File: src/rtl/sobel_window_ctrl_if.sv
// rtl/sobel_window_ctrl_if.sv - memory read bus and window output bundle for sobel_window_ctrl
//
// Signals (directions as seen by the controller, modport master):
//   mem_rd_en_o  out  one-cycle read strobe
//   mem_addr_o   out  read address (AW bits), valid with mem_rd_en_o
//   mem_rdata_i  in   read data, valid one cycle after mem_rd_en_o
//   win_o        out  3x3 window, byte k=r*3+c at [8k+7:8k]
//   core_en_o    out  new-window strobe
//   ctr_x_o      out  window-centre column
//   ctr_y_o      out  window-centre row
// The slave modport is the memory / window-consumer side.
interface sobel_window_ctrl_if #(
    parameter int AW = 12
);
    logic          mem_rd_en_o;
    logic [AW-1:0] mem_addr_o;
    logic [7:0]    mem_rdata_i;
    logic [71:0]   win_o;
    logic          core_en_o;
    logic [11:0]   ctr_x_o;
    logic [11:0]   ctr_y_o;

    modport master (
        output mem_rd_en_o, mem_addr_o, win_o, core_en_o, ctr_x_o, ctr_y_o,
        input  mem_rdata_i
    );

    modport slave (
        input  mem_rd_en_o, mem_addr_o, win_o, core_en_o, ctr_x_o, ctr_y_o,
        output mem_rdata_i
    );
endinterface

File: src/rtl/sobel_window_ctrl.sv
// rtl/sobel_window_ctrl.sv - 3x3 sliding-window fetch controller for a Sobel core
//
// Walks a frame stored row-major in byte memory. For every centre row y and
// every column c it reads rows y-1, y, y+1 in three consecutive un-held
// cycles, assembles the column and shifts it into a 3x3 window; from the
// third column of a row onward each shift produces one window.
//
// Ports:
//   clk, rst_n       clock, asynchronous active-low reset
//   start_i          start a frame pass (sampled only in IDLE)
//   hold_i           freeze issue of new reads while high
//   busy_o           frame in progress
//   done_o           one-cycle end-of-frame pulse
//   perf_hold_cnt_o  (only with SOBEL_CTRL_PERF_EN) busy&hold cycle count,
//                    cleared on start, saturating
//   bus              sobel_window_ctrl_if.master: memory read + window output
//
// Optional feature macro: SOBEL_CTRL_PERF_EN
module sobel_window_ctrl #(
    parameter int IMG_W = 64,
    parameter int IMG_H = 64,
    parameter int AW    = 12
) (
    input  logic                 clk,
    input  logic                 rst_n,
    input  logic                 start_i,
    input  logic                 hold_i,
    output logic                 busy_o,
    output logic                 done_o,
`ifdef SOBEL_CTRL_PERF_EN
    output logic [31:0]          perf_hold_cnt_o,
`endif
    sobel_window_ctrl_if.master  bus
);

    typedef enum logic [1:0] {
        ST_IDLE = 2'd0,
        ST_RUN  = 2'd1,
        ST_FIN  = 2'd2
    } state_t;

    // One row down in memory, and the step from the bottom read of one
    // column back to the top read of the next: -2*W + 1. The same step also
    // lands on column 0 of the next centre row after the last column.
    localparam logic [AW-1:0] ROW_STEP  = AW'(IMG_W);
    localparam logic [AW-1:0] COL_STEP  = AW'(1) - AW'(2 * IMG_W);
    localparam logic [11:0]   LAST_COL  = 12'(IMG_W - 1);
    localparam logic [11:0]   LAST_ROW  = 12'(IMG_H - 2);

    state_t        state_q, state_d;
    logic [AW-1:0] addr_q, addr_d;
    logic [1:0]    phase_q, phase_d;     // 0: row y-1, 1: row y, 2: row y+1
    logic [11:0]   col_q, col_d;
    logic [11:0]   row_q, row_d;         // current centre row

    // Attributes of the read in flight (data returns next cycle)
    logic          rd_vld_q, rd_vld_d;
    logic [1:0]    rd_phase_q, rd_phase_d;
    logic [11:0]   rd_col_q, rd_col_d;
    logic [11:0]   rd_row_q, rd_row_d;

    logic [7:0]    cb0_q, cb0_d;         // top byte of column being assembled
    logic [7:0]    cb1_q, cb1_d;         // middle byte
    logic [71:0]   win_q, win_d;
    logic          core_en_q, core_en_d;
    logic [11:0]   ctr_x_q, ctr_x_d;
    logic [11:0]   ctr_y_q, ctr_y_d;
    logic          done_q, done_d;

    logic          rd_en;

    // Hold must stop a read in the very cycle it is high, so the strobe is
    // decoded from registered state and the live hold input.
    assign rd_en = (state_q == ST_RUN) && !hold_i;

    always_comb begin
        state_d    = state_q;
        addr_d     = addr_q;
        phase_d    = phase_q;
        col_d      = col_q;
        row_d      = row_q;
        rd_vld_d   = rd_en;
        rd_phase_d = rd_phase_q;
        rd_col_d   = rd_col_q;
        rd_row_d   = rd_row_q;
        cb0_d      = cb0_q;
        cb1_d      = cb1_q;
        win_d      = win_q;
        core_en_d  = 1'b0;
        ctr_x_d    = ctr_x_q;
        ctr_y_d    = ctr_y_q;
        done_d     = 1'b0;

        if (rd_en) begin
            rd_phase_d = phase_q;
            rd_col_d   = col_q;
            rd_row_d   = row_q;
        end

        case (state_q)
            ST_IDLE: begin
                if (start_i) begin
                    state_d = ST_RUN;
                    addr_d  = '0;
                    phase_d = 2'd0;
                    col_d   = 12'd0;
                    row_d   = 12'd1;
                end
            end
            ST_RUN: begin
                if (rd_en) begin
                    if (phase_q != 2'd2) begin
                        addr_d  = addr_q + ROW_STEP;
                        phase_d = phase_q + 2'd1;
                    end else begin
                        addr_d  = addr_q + COL_STEP;
                        phase_d = 2'd0;
                        if (col_q == LAST_COL) begin
                            col_d = 12'd0;
                            if (row_q == LAST_ROW) begin
                                state_d = ST_FIN;
                            end else begin
                                row_d = row_q + 12'd1;
                            end
                        end else begin
                            col_d = col_q + 12'd1;
                        end
                    end
                end
            end
            ST_FIN: begin
                // Only the final column's window can still be pending here.
                if (core_en_q) begin
                    state_d = ST_IDLE;
                    done_d  = 1'b1;
                end
            end
            default: state_d = ST_IDLE;
        endcase

        // Capture is never gated by hold: an issued read always lands.
        if (rd_vld_q) begin
            case (rd_phase_q)
                2'd0:    cb0_d = bus.mem_rdata_i;
                2'd1:    cb1_d = bus.mem_rdata_i;
                default: begin
                    for (int r = 0; r < 3; r++) begin
                        win_d[r*24 +: 16] = win_q[r*24+8 +: 16];
                    end
                    win_d[23:16] = cb0_q;
                    win_d[47:40] = cb1_q;
                    win_d[71:64] = bus.mem_rdata_i;
                    // Column index restarts every row, so windows never
                    // straddle two rows.
                    if (rd_col_q >= 12'd2) begin
                        core_en_d = 1'b1;
                        ctr_x_d   = rd_col_q - 12'd1;
                        ctr_y_d   = rd_row_q;
                    end
                end
            endcase
        end
    end

`ifdef SOBEL_CTRL_PERF_EN
    logic [31:0] perf_q, perf_d;

    always_comb begin
        perf_d = perf_q;
        if (state_q == ST_IDLE) begin
            if (start_i) begin
                perf_d = 32'd0;
            end
        end else if (hold_i && (perf_q != 32'hFFFF_FFFF)) begin
            perf_d = perf_q + 32'd1;
        end
    end

    always_ff @(posedge clk or negedge rst_n) begin
        if (!rst_n) begin
            perf_q <= 32'd0;
        end else begin
            perf_q <= perf_d;
        end
    end

    assign perf_hold_cnt_o = perf_q;
`endif

    always_ff @(posedge clk or negedge rst_n) begin
        if (!rst_n) begin
            state_q    <= ST_IDLE;
            addr_q     <= '0;
            phase_q    <= 2'd0;
            col_q      <= 12'd0;
            row_q      <= 12'd0;
            rd_vld_q   <= 1'b0;
            rd_phase_q <= 2'd0;
            rd_col_q   <= 12'd0;
            rd_row_q   <= 12'd0;
            cb0_q      <= 8'd0;
            cb1_q      <= 8'd0;
            win_q      <= 72'd0;
            core_en_q  <= 1'b0;
            ctr_x_q    <= 12'd0;
            ctr_y_q    <= 12'd0;
            done_q     <= 1'b0;
        end else begin
            state_q    <= state_d;
            addr_q     <= addr_d;
            phase_q    <= phase_d;
            col_q      <= col_d;
            row_q      <= row_d;
            rd_vld_q   <= rd_vld_d;
            rd_phase_q <= rd_phase_d;
            rd_col_q   <= rd_col_d;
            rd_row_q   <= rd_row_d;
            cb0_q      <= cb0_d;
            cb1_q      <= cb1_d;
            win_q      <= win_d;
            core_en_q  <= core_en_d;
            ctr_x_q    <= ctr_x_d;
            ctr_y_q    <= ctr_y_d;
            done_q     <= done_d;
        end
    end

    assign busy_o          = (state_q != ST_IDLE);
    assign done_o          = done_q;
    assign bus.mem_rd_en_o = rd_en;
    assign bus.mem_addr_o  = rd_en ? addr_q : '0;
    assign bus.win_o       = win_q;
    assign bus.core_en_o   = core_en_q;
    assign bus.ctr_x_o     = ctr_x_q;
    assign bus.ctr_y_o     = ctr_y_q;

endmodule

File: src/flat_wrapper.sv
// flat-port wrapper written by rule: the top's interface ports become plain ports
module sobel_window_ctrl_flat 
#(
    parameter int IMG_W = 64,
    parameter int IMG_H = 64,
    parameter int AW    = 12
)
  (clk, rst_n, start_i, hold_i, busy_o, done_o, bus_mem_rd_en_o, bus_mem_addr_o, bus_win_o, bus_core_en_o, bus_ctr_x_o, bus_ctr_y_o, bus_mem_rdata_i);
  sobel_window_ctrl_if #(.AW(AW)) bus_i ();
  input  logic clk;
  input  logic rst_n;
  input  logic start_i;
  input  logic hold_i;
  output logic busy_o;
  output logic done_o;
  output wire logic [$bits(bus_i.mem_rd_en_o)-1:0] bus_mem_rd_en_o;
  output wire logic [$bits(bus_i.mem_addr_o)-1:0] bus_mem_addr_o;
  output wire logic [$bits(bus_i.win_o)-1:0] bus_win_o;
  output wire logic [$bits(bus_i.core_en_o)-1:0] bus_core_en_o;
  output wire logic [$bits(bus_i.ctr_x_o)-1:0] bus_ctr_x_o;
  output wire logic [$bits(bus_i.ctr_y_o)-1:0] bus_ctr_y_o;
  input wire logic [$bits(bus_i.mem_rdata_i)-1:0] bus_mem_rdata_i;
  assign bus_mem_rd_en_o = bus_i.mem_rd_en_o;
  assign bus_mem_addr_o = bus_i.mem_addr_o;
  assign bus_win_o = bus_i.win_o;
  assign bus_core_en_o = bus_i.core_en_o;
  assign bus_ctr_x_o = bus_i.ctr_x_o;
  assign bus_ctr_y_o = bus_i.ctr_y_o;
  assign bus_i.mem_rdata_i = bus_mem_rdata_i;
  sobel_window_ctrl #(.IMG_W(IMG_W), .IMG_H(IMG_H), .AW(AW)) u_core (.clk(clk), .rst_n(rst_n), .start_i(start_i), .hold_i(hold_i), .busy_o(busy_o), .done_o(done_o), .bus(bus_i));
endmodule
File: config.mk
export PLATFORM = sky130hd
export DESIGN_NAME = sobel_window_ctrl_flat
export DESIGN_NICKNAME = d
export VERILOG_FILES = /design/src/rtl/sobel_window_ctrl_if.sv /design/src/rtl/sobel_window_ctrl.sv /design/src/flat_wrapper.sv
export SDC_FILE = /design/constraint.sdc
export NUM_CORES = 1
export LEC_CHECK = 0
export ABC_AREA = 1
export BUFFER_PORTS_ARGS = -buffer_cell sky130_fd_sc_hd__buf_4
export CAP_MARGIN = 10
export CORE_MARGIN = 2
export CORE_UTILIZATION = 60
export DETAILED_ROUTE_END_ITERATION = 6
export PLACE_DENSITY = 0.84
export SLEW_MARGIN = 20
export SYNTH_ARGS = -nofsm -noshare
export SYNTH_HDL_FRONTEND = slang
export SYNTH_SLANG_ARGS = --single-unit
File: constraint.sdc
create_clock -name clk -period 3.09 [get_ports clk]
set_input_delay 0.309 -clock clk [delete_from_list [all_inputs] [get_ports clk]]
set_output_delay 0.309 -clock clk [all_outputs]
set_load 0.005 [all_outputs]
# Word-level counts from Yosys, hierarchy flattened
# Index checks and enable logic that the tools add are counted.
# Widths: inputs -> output; s select.
# op_classes
multipliers	0
n_mux	31
bitwise_logic	1
shift	0
n_reduce_logical	15
n_div	0
magnitude_cmp	1
n_eq_ne	13
add_sub_neg	6
# op_table
op	count
$mux 12	12
$pmux 12 s2	3
$add 12x1->12 const B	2
$eq 12x6->1 const B	2
$mux 2	9
$add 12x12->12 const B	1
$add 12x7->12 const B	1
$ge 12x2->1 const B	1
$ne 2x2->1 const B	6
$reduce_and 6->1	2
$sub 12x1->12 const B	1
$pmux 2 s3	1
$reduce_and 2->1	3
$reduce_and 3->1	2
$mux 1	5
$eq 2x1->1 const B	2
$logic_not 2->1	2
$ne 2x1->1 const B	2
$pmux 2 s2	1
$reduce_and 4->1	1
$reduce_bool 2->1	2
$add 2x1->2 const B	1
$eq 2x2->1 const B	1
$reduce_or 2->1	1
3 further kinds	3
# totals
rom_bits	0
ramBits	0
memories	0
latch_bits	0
ff_bits	181

# Depth between registers and ports, before layout
# logic_depth
word_depth	6
depth_mapped	10
depth_no_buf	10

# Worst setup path before layout
# No wires, ideal clock.
# synth_path
path_kind	register to output
start	register u_core.state_q[0]
end	output port bus_mem_addr_o[0]
required_ns	2.781
path_stages_with_launch	7
setup_slack_ns	1.568
n_path_buf	2
t_arrival_ns	1.213
path_cell_list	dfrtp_1 > inv_1 > nor2_4 > nand2_1 > buf_2 > buf_1 > nor2_1
# synth_between
elab_chain_cells	3
# synth_rtl
element	line_no	text
start, declared	sobel_window_ctrl.sv:50	state_t state_q, state_d;
start signal, assigned	sobel_window_ctrl.sv:209	state_q <= state_d;
$eq 2x1->1	sobel_window_ctrl.sv:74	assign rd_en = (state_q == ST_RUN) && !hold_i;
$logic_and 1x1->1	sobel_window_ctrl.sv:74	
$mux 12	sobel_window_ctrl.sv:231	assign bus.mem_addr_o = rd_en ? addr_q : '0;
end, declared	flat_wrapper.sv:17	output wire logic [$bits(bus_i.mem_addr_o)-1:0] bus_mem_addr_o;
# Every way passes these cells.

# Worst setup path in the final report
# layout_path
start	register u_core.state_q[0]
end	output port bus_mem_addr_o[1]
# Same word-level chain as after synthesis.

==> flow_metrics.tcl <==
set metrics [dict create \
    yosys.area_share.simple_pct 21.7 \
    setup_viol 0 \
    setup_tns_ps 0 \
    synth-seq-cells 181 \
    fin_nets 1047 \
    fin_ws_ps 518 \
    worstPathMaxFanout 45 \
    synth_ff_type "dfrtp_1" \
    p_int_w 0.00595 \
    grt_max_degree 66 \
    synth_edf_count 0 \
    overflow 0 \
    p_switching_w 0.00290 \
    dp.cells 1179 \
    post-cts-setup-buffers 0 \
    antenna_found_initial 0 \
    hold_violations 0 \
    clock_skew_ps 8.80 \
    htree_levels 4 \
    synthXorXnorAreaFrac_pct 1.67 \
    cts_buffer_depth 2 \
    grt_pass1_wl_mm 29.7 \
    numCtsBuffers 17 \
    seq_power_share_pct 43.7 \
    critPathRequiredTime_ps 2780 \
    final_common_cell "nand2_1" \
    cts_hold_buf 1 \
    post_synth.cell_area_avg_sq_um 8.68 \
    place.gp.congestion 0.926 \
    synth-adder-area-share_pct 1.27 \
    grt_setup_unrepaired "no" \
    clkPwrFrac_pct 25.8 \
    end_kind "output pin" \
    pwr-share-comb_pct 30.5 \
    place_ws_ps 908 \
    chipHeight_microns 119 \
    cts_num_sinks 181 \
    synthMuxAreaShare_pct 2.29 \
    hold_path_depth 3 \
    clk_latency_ps 430 \
    vdd_drop_max_mv 0.571 \
    gr-usage-all-layers_pct 26.1 \
    fmax_mhz 389 \
    vias 6484 \
    power_density_mw_per_mm2 920 \
    finalCritPeriodShare_pct 83.2 \
    start_util_pct 61.9 \
    p_leak_nw 4.94 \
    hp-class "primary input to register" \
    fp.dieW_microns 119 \
    synth_nets 928 \
    area_growth_syn_to_layout_pct 22.0 \
    synth-compound-area-share_pct 9.64 \
    route.detailed.drc 0 \
    avgViaCountPerCell 5.35 \
    avgRoutedWirePerCell_microns 14.5 \
    drt_iter0_markers 524 \
    final_cell_mix "nand2_1, dfrtp_1, buf_4" \
    worst_slew_margin_rel_pct 60.2 \
    boundaryPins 124 \
    arrival_ps 2260 \
    netlist_area_sq_mm 0.00788 \
    cap_violations 0 \
    final_cells 1212 \
    maxSlewViolCount 0 \
    status "complete, no violations" \
    fin_total_pwr_w 0.00885 \
    die_area_sq_mm 0.0141 \
    post-route-min-period_ps 2570 \
    clk_pin_slew_ps 70 \
    critPathKind "register to output pin" \
    coreArea_sq_mm 0.0127 \
    cts_resized 0 \
    switching_share_pct 32.8 \
    whs_ps 195 \
    tightestPinTransition_ps 597 \
    synth_top_family_by_area "simple AND/OR/NAND/NOR gates" \
    core.rowCount 41 \
    tritoncts "yes" \
    syn_inst 908 \
    fill_cells 940 \
    async_reset_ff_share_pct 100 \
    ys_types 33 \
    r2r_cells 9 \
    first_global_vias 6160 \
    io_buffers 123 \
    layout-drive-gt1-share_pct 18.8 \
    wirelength_mm 17.6 \
    yosysSeqAreaShare_pct 57.5 \
    cts-root-buf "clkbuf_16" \
    postRouteAntennaNets 0 \
    dpl.hpwl_mm 12.0 \
    first_pass_iters 7 \
    antenna_cells 0 \
    ys_warn_count 0 \
    startpoint_type "register" \
]
==> path summary, 6_finish.rpt <==
kind,to,startpoint,slack (ps)
worst min-delay path,u_core.cb1_q[7]$_DFFE_PN0P_,bus_mem_rdata_i[7],200
worst max-delay path,bus_mem_addr_o[1],u_core.state_q[0]$_DFFE_PN0P_,520
max in group asynchronous,u_core.bus.win_o[36]$_DFFE_PN0P_,rst_n,1850
worst max register to register,u_core.row_q[3]$_DFFE_PN0P_,u_core.state_q[1]$_DFFE_PN0P_,870
min in group asynchronous,u_core.bus.win_o[1]$_DFFE_PN0P_,rst_n,420
worst min register to register,u_core.bus.ctr_y_o[7]$_DFFE_PN0P_,u_core.rd_row_q[7]$_DFFE_PN0P_,470
==> metrics by stage <==
step                utilization, %  area [sq um]
global placement              70.5          8970
detailed placement            70.5          8970
global route                  75.6          9620
finish                        75.6          9620
CTS                           75.6          9620
floorplan                        -          7880
==> area by class of cell <==
| class | count | area, sq um | area share [%] |
|---|---|---|---|
| clock buffers | 19 | 453 | 4.71 |
| repair buffers | 133 | 1030 | 10.7 |
| multi-input cells | 608 | 2890 | 30.0 |
| inverters | 86 | 323 | 3.36 |
| flip-flops and latches | 181 | 4530 | 47.1 |
| well taps | 172 | 215 | 2.24 |
| clock inverters | 13 | 179 | 1.86 |
==> routing by layer <==
layer | routed length [microns] | global-route usage (%)
met1 | 7710 | 34.9
met5 | 0 | 0
met2 | 8800 | 43.8
met3 | 729 | 3.67
met4 | 374 | 9.45
==> Yosys cell counts, types with 5 or more instances <==
cell	number	area (sq um)
a21oi_1	46	230
buf_2	10	50.1
clkbuf_1	19	71.3
dfrtp_1	181	4530
ha_1	8	100
inv_1	83	312
mux2_2	16	180
nand2_1	262	983
nand3_1	30	150
nand4_1	13	81.3
nor2_1	100	375
o21ai_0	93	465
xnor2_1	5	43.8
xor2_1	10	87.6
==> cell families after synthesis <==
| family | Yosys count |
|---|---|
| buf+inv | 119 |
| fa+ha+maj | 8 |
| compound gates | 148 |
| mux | 16 |
| simple gates | 421 |
| xor+xnor | 15 |
| flops | 181 |
==> registers in the layout (all words and copies together), names as in the netlist, 8 cells and up <==
register and flops:
u_core.bus.win_o 72, u_core.addr_q 12, u_core.bus.ctr_x_o 12, u_core.bus.ctr_y_o 12, u_core.col_q 12, u_core.rd_col_q 12, u_core.rd_row_q 12, u_core.row_q 12
u_core.cb0_q 8, u_core.cb1_q 8
==> critical path, stage by stage, from the launching register on <==
cell	delay, ps
dfrtp_1	410
inv_1	140
nor2_4	30
buf_4	190
nand2_1	370
buf_4	460
nor2_1	80
buf_4	150
==> power by group through the flow <==
stage	Clock (W)	Sequential, W	Combinational, W
floorplan	0	0.00379	0.00137
global route	0.00241	0.00397	0.00304
CTS	0.00230	0.00386	0.00273
finish	0.00228	0.00387	0.00270
detailed placement	0	0.00388	0.00269
global placement	0	0.00385	0.00260
(Power assumes the default switching activity.)
